$ cat src/rtl/glb_rd_stream.sv
// glb_rd_stream
// Read-side streaming controller sitting in front of a global-buffer RAM bank
// that has a 1-cycle read latency. It accepts a burst command, issues reads to
// the bank, captures every returned word in a 3-entry FIFO and presents the
// words as a valid/ready stream with a last marker.
//
// Ports:
//   clk, rst_n                  clock, asynchronous active-low reset
//   cmd_valid/cmd_ready         burst command handshake (ready only in IDLE)
//   cmd_addr, cmd_len           first word address, word count (0 = no-op)
//   ram_read_en, ram_addr_r     bank read strobe and address
//   ram_data_out                bank read data, valid the cycle after read_en
//   dout_valid/dout_ready       output stream handshake
//   dout_data, dout_last        FIFO head word and its end-of-burst tag
//   busy                        controller not in IDLE
//   done                        one-cycle pulse after the burst completes
module glb_rd_stream #(
  parameter int SRAM_WIDTH = 256,
  parameter int SRAM_WORD  = 64,
  parameter int ADDR_WIDTH = $clog2(SRAM_WORD),
  parameter int LEN_WIDTH  = ADDR_WIDTH + 1
) (
  input  logic                  clk,
  input  logic                  rst_n,
  input  logic                  cmd_valid,
  output logic                  cmd_ready,
  input  logic [ADDR_WIDTH-1:0] cmd_addr,
  input  logic [LEN_WIDTH-1:0]  cmd_len,
  output logic                  ram_read_en,
  output logic [ADDR_WIDTH-1:0] ram_addr_r,
  input  logic [SRAM_WIDTH-1:0] ram_data_out,
  output logic                  dout_valid,
  input  logic                  dout_ready,
  output logic [SRAM_WIDTH-1:0] dout_data,
  output logic                  dout_last,
  output logic                  busy,
  output logic                  done
);

  localparam int                    FIFO_DEPTH = 3;
  localparam logic [ADDR_WIDTH-1:0] ADDR_MAX   = ADDR_WIDTH'(SRAM_WORD - 1);

  typedef enum logic [1:0] {
    ST_IDLE,
    ST_ISSUE,
    ST_DRAIN
  } state_t;

  state_t                state_reg, state_next;
  logic [ADDR_WIDTH-1:0] addr_reg, addr_next;
  logic [LEN_WIDTH-1:0]  rem_reg, rem_next;
  logic                  pending_reg;
  logic                  pending_last_reg;
  logic                  done_reg, done_next;
  logic                  issue;
  logic                  issue_last;

  logic [SRAM_WIDTH-1:0] fifo_data_reg [FIFO_DEPTH];
  logic                  fifo_last_reg [FIFO_DEPTH];
  logic [1:0]            wr_ptr_reg;
  logic [1:0]            rd_ptr_reg;
  logic [1:0]            fifo_cnt_reg;
  logic                  push;
  logic                  pop;
  logic [2:0]            occupancy;

  function automatic logic [1:0] ptr_inc(input logic [1:0] p);
    return (p == 2'd2) ? 2'd0 : p + 2'd1;
  endfunction

  // Words already in the FIFO plus the one still in flight from the bank.
  // Issuing only while this is below the depth guarantees every returned
  // word has a slot, so backpressure never loses RAM data.
  assign occupancy = {1'b0, fifo_cnt_reg} + {2'b00, pending_reg};

  assign push = pending_reg;
  assign pop  = dout_valid & dout_ready;

  // ---------------------------------------------------------------------------
  // FSM next-state logic. Issue decisions depend on registered state only,
  // so there is no combinational path from dout_ready to the RAM strobe.
  // ---------------------------------------------------------------------------
  always_comb begin
    state_next = state_reg;
    addr_next  = addr_reg;
    rem_next   = rem_reg;
    done_next  = 1'b0;
    issue      = 1'b0;
    issue_last = 1'b0;

    case (state_reg)
      ST_IDLE: begin
        if (cmd_valid) begin
          addr_next = cmd_addr;
          rem_next  = cmd_len;
          if (cmd_len != '0) begin
            state_next = ST_ISSUE;
          end else begin
            done_next = 1'b1;
          end
        end
      end

      ST_ISSUE: begin
        if (occupancy < 3'd3) begin
          issue     = 1'b1;
          addr_next = (addr_reg == ADDR_MAX) ? '0 : addr_reg + ADDR_WIDTH'(1);
          rem_next  = rem_reg - LEN_WIDTH'(1);
          if (rem_reg == LEN_WIDTH'(1)) begin
            issue_last = 1'b1;
            state_next = ST_DRAIN;
          end
        end
      end

      ST_DRAIN: begin
        if (pop && dout_last) begin
          state_next = ST_IDLE;
          done_next  = 1'b1;
        end
      end

      default: begin
        state_next = ST_IDLE;
      end
    endcase
  end

  always_ff @(posedge clk or negedge rst_n) begin
    if (!rst_n) begin
      state_reg        <= ST_IDLE;
      addr_reg         <= '0;
      rem_reg          <= '0;
      pending_reg      <= 1'b0;
      pending_last_reg <= 1'b0;
      done_reg         <= 1'b0;
    end else begin
      state_reg        <= state_next;
      addr_reg         <= addr_next;
      rem_reg          <= rem_next;
      pending_reg      <= issue;
      pending_last_reg <= issue_last;
      done_reg         <= done_next;
    end
  end

  // ---------------------------------------------------------------------------
  // 3-entry output FIFO. Storage carries no reset; the head is gated by
  // dout_valid so the visible data is zero whenever the FIFO is empty.
  // ---------------------------------------------------------------------------
  always_ff @(posedge clk) begin
    if (push) begin
      fifo_data_reg[wr_ptr_reg] <= ram_data_out;
      fifo_last_reg[wr_ptr_reg] <= pending_last_reg;
    end
  end

  always_ff @(posedge clk or negedge rst_n) begin
    if (!rst_n) begin
      wr_ptr_reg   <= 2'd0;
      rd_ptr_reg   <= 2'd0;
      fifo_cnt_reg <= 2'd0;
    end else begin
      if (push) begin
        wr_ptr_reg <= ptr_inc(wr_ptr_reg);
      end
      if (pop) begin
        rd_ptr_reg <= ptr_inc(rd_ptr_reg);
      end
      case ({push, pop})
        2'b10:   fifo_cnt_reg <= fifo_cnt_reg + 2'd1;
        2'b01:   fifo_cnt_reg <= fifo_cnt_reg - 2'd1;
        default: fifo_cnt_reg <= fifo_cnt_reg;
      endcase
    end
  end

  // A push into a full FIFO would mean the issue throttle is broken.
  assert property (@(posedge clk) disable iff (!rst_n) !(push && (fifo_cnt_reg == 2'd3)));

  // ---------------------------------------------------------------------------
  // Outputs
  // ---------------------------------------------------------------------------
  assign cmd_ready   = (state_reg == ST_IDLE);
  assign busy        = (state_reg != ST_IDLE);
  assign done        = done_reg;
  assign ram_read_en = issue;
  assign ram_addr_r  = addr_reg;
  assign dout_valid  = (fifo_cnt_reg != 2'd0);
  assign dout_data   = dout_valid ? fifo_data_reg[rd_ptr_reg] : '0;
  assign dout_last   = dout_valid ? fifo_last_reg[rd_ptr_reg] : 1'b0;

endmodule

$ cat config.mk
export PLATFORM = sky130hd
export DESIGN_NAME = glb_rd_stream
export DESIGN_NICKNAME = d
export VERILOG_FILES = /design/src/rtl/glb_rd_stream.sv
export SDC_FILE = /design/constraint.sdc
export NUM_CORES = 1
export LEC_CHECK = 0
export CAP_MARGIN = 10
export CORE_MARGIN = 2
export CORE_UTILIZATION = 49
export CTS_BUF_LIST = sky130_fd_sc_hd__clkbuf_8
export CTS_CLUSTER_SIZE = 12
export DETAILED_ROUTE_END_ITERATION = 10
export PLACE_DENSITY = 0.82
export SYNTH_ARGS = -nofsm -noshare
export SYNTH_HDL_FRONTEND = slang
export SYNTH_SLANG_ARGS = --single-unit
$ cat constraint.sdc
create_clock -name clk -period 19.1 [get_ports clk]
set_input_delay 3.82 -clock clk [delete_from_list [all_inputs] [get_ports clk]]
set_output_delay 3.82 -clock clk [all_outputs]
set_load 0.005 [all_outputs]
==> impl_metrics.py <==
metrics = {
    "logic_synthesis": {
        "synthCells": 2058,
        "syn-cell-area_um2": 30800,
        "ys_seq_area_share_pct": 77.1,
        "synth_common_cells": "edfxtp_1 (771), nor2_1 (525), a21oi_1 (265)",
        "netlist_top_cells_area": "edfxtp_1 (75%), mux2i_1 (8.3%), nor2_1 (6.4%)",
        "yosys_warnings": 0,
        "yosysTopAreaCellShare_pct": 75.1,
        "synth_top_area_cell": "edfxtp_1",
        "async_flop_share_pct": 3.02,
        "ys_ff_latch": 795,
        "avgSynthCellArea_um2": 15.0,
        "yosysUniqueCellTypes": 41,
        "mappedNetlistNets": 2337,
        "synth_most_common_cell": "edfxtp_1",
        "synth-edff-count": 771,
        "synthFlopType": "edfxtp_1",
    },
    "global_route": {
        "overflow": 0,
        "first_global_vias": 19277,
        "antenna_found_initial": 9,
        "grt_pass1_wl_mm": 106,
        "track_usage_pct": 21.4,
        "grt_max_degree": 243,
    },
    "detailed_routing": {
        "remaining_drc_errors": 0,
        "vias": 18952,
        "avgViaCountPerCell": 5.31,
        "postRouteAntennaNets": 0,
        "dr.pass1.iters": 5,
        "routed_wl_mm": 71.6,
        "drt_iter0_markers": 1485,
        "drt-wirelength-per-cell_um": 20.1,
    },
    "die": {
        "io_pins": 541,
        "fp.dieW_um": 255,
        "core_um2": 61900,
        "dieHeight_um": 255,
        "rows": 91,
        "dieArea_um2": 64900,
        "start_util_pct": 49.7,
    },
    "power_and_ir_drop": {
        "p_int_uw": 4400,
        "leakage_uw": 0.0140,
        "pwr-share-clk_pct": 19.7,
        "seqPwrFrac_pct": 40.7,
        "switchingPower_uw": 2260,
        "power_frac_comb_pct": 39.7,
        "vdd_ir_drop_max_v": 0.000135,
        "swShare_pct": 33.9,
        "cellPowerDensity_nw_per_um2": 170,
    },
    "clocking": {
        "cts_max_level": 4,
        "cts_root_buf": "clkbuf_8",
        "holdBufCountCts": 0,
        "cts_buffer_depth": 3,
        "cts_resized": 0,
        "clock-sinks": 795,
        "path_clk_slew_ns": 0.06,
        "cts_setup_buffers": 0,
        "cts_tree": "done",
        "cts_made_buffers": 130,
        "worstSkewPairLatency_ns": 0.73,
    },
    "layout": {
        "fin_area_um2": 39200,
        "fin_cells": 3567,
        "largest_register_ffs": 768,
        "final_util_pct": 63.3,
        "area_growth_pct": 27.3,
        "drive_gt1_share_pct": 6.91,
        "layout.nets": 2915,
    },
    "placement": {
        "port_buffers": 540,
        "gp_congestion": 0.839,
        "placed_cells": 3341,
        "hpwl_mm": 43.3,
        "place_area_um2": 36900,
    },
    "critical_path": {
        "r2r_slack_ns": 15.51,
        "arrival_ns": 4.79,
        "endpoint_kind": "output port",
        "timing.rr.start": "pending_reg",
        "r2r_cells": 5,
        "cp-start-kind": "register",
        "cp.required_ns": 15.28,
        "worstSetupPathType": "register to output port",
        "r2r-end": "fifo_data_reg[0][202]",
        "crit_fanout": 60,
    },
    "timing": {
        "slew_headroom_pct": 20.1,
        "setup_tns_ns": 0,
        "worstMarginPinSlew_ns": 1.20,
        "fin_skew_ns": 0.0211,
        "rsz0062_at_grt": "no",
        "maxSlewViolCount": 0,
        "hold_viol": 0,
        "post-route-period-util_pct": 45.1,
        "timing.hold.ws_ns": 0.503,
        "fmax_ghz": 0.116,
        "finalSetupViolCount": 0,
        "period_needed_ns": 8.61,
    },
    "min_path": {
        "holdCritPathClass": "register to register",
        "hold_depth": 1,
        "hold_end": "rem_reg[6]",
        "worstHoldStart": "rem_reg[6]",
    },
    "status": {
        "status": "finished clean",
    },
    "job": {
        "drv_cap": 0,
    },
}
==> metrics by stage <==
| stage | setup slack [ns] | power [µW] |
|---|---|---|
| after detailed placement | 11.24 | 5380 |
| after CTS | 10.40 | 6720 |
| after floorplan | 0.0585 | 4310 |
| after global routing | 10.22 | 7030 |
| final | 10.49 | 6660 |
| after global placement | 11.27 | 5300 |
==> worst max-delay path: stages, from the launching register on <==
cell and delay (ns):
dfrtp_4 0.93, buf_4 0.95, buf_4 0.94, mux2i_1 0.30, nor2_1 0.06, a21oi_1 0.23
nor2_1 0.07, clkdlybuf4s50_1 0.50
==> layer usage <==
| layer | global-route usage [%] | part of all wire [%] | up-vias |
|---|---|---|---|
| met3 | 7.07 | 9.0 | 159 |
| met5 | 0 | 0.059 | - |
| met4 | 9.41 | 3.1 | 6 |
| li1 | - | - | 8767 |
| met2 | 35.5 | 50 | 738 |
| met1 | 25.4 | 38 | 9282 |
==> layout make-up <==
| cell class | count | area, µm² |
|---|---|---|
| diodes | 9 | 22.5 |
| multi-input cells | 1133 | 6500 |
| inverters | 13 | 48.8 |
| clock inverters | 85 | 445 |
| flip-flops and latches | 795 | 23800 |
| clock buffers | 132 | 1820 |
| well taps | 837 | 1050 |
| fillers | 4375 | 22700 |
| repair buffers | 563 | 5590 |
==> worst max-delay path by stage <==
stage | from | to | slack (ns) | depth (start not counted)
after floorplan | wr_ptr_reg[0] | fifo_data_reg[0][0] | 0.06 | 1
after global placement | rd_ptr_reg[0] | dout_data[129] | 11.27 | 7
after detailed placement | rd_ptr_reg[0] | dout_data[92] | 11.24 | 7
after CTS | rd_ptr_reg[0] | dout_data[92] | 10.40 | 7
after global routing | rd_ptr_reg[0] | dout_data[92] | 10.22 | 7
final | rd_ptr_reg[0] | dout_data[92] | 10.49 | 7
==> layout by cell type (no fill, tap or decap), drive strengths merged, types with 3 or more instances in the layout <==
cell and instances:
inv 54, diode 9, o21ai 10, buf 23, clkinvlp 4, dfrtp 24, nor4 4, nand2 12
mux2i 257, nor2 525, clkdlybuf4s50 540, a31oi 3, ha 6, nor3 9, clkbuf 132, nand3 5
a21o 4, clkinv 39, a21oi 265, edfxtp 771, nand4 3
==> logic make-up (layout without fill, tap and decap cells) <==
group / count (synthesis) / in the layout / synth area share (%)
and+or+nand+nor: 567 / 567 / 7.12
buffers and inverters: 130 / 793 / 1.92
xor gates and xnor gates: 3 / 3 / 0.0853
muxes: 259 / 259 / 8.42
AOI/OAI and AO/OA: 298 / 298 / 5.12
other: 0 / 9 / 0
adders and majority gates: 6 / 6 / 0.244
DFF: 795 / 795 / 77.1
==> power by group through the flow <==
stage / clock (µW) / sequential [µW] / combinational [µW]
floorplan: 0 / 2930 / 1380
global placement: 0 / 2700 / 2600
detailed placement: 0 / 2740 / 2650
CTS: 1350 / 2710 / 2670
global route: 1420 / 2750 / 2870
finish: 1310 / 2710 / 2640
Power figures use the tool's default switching activity.
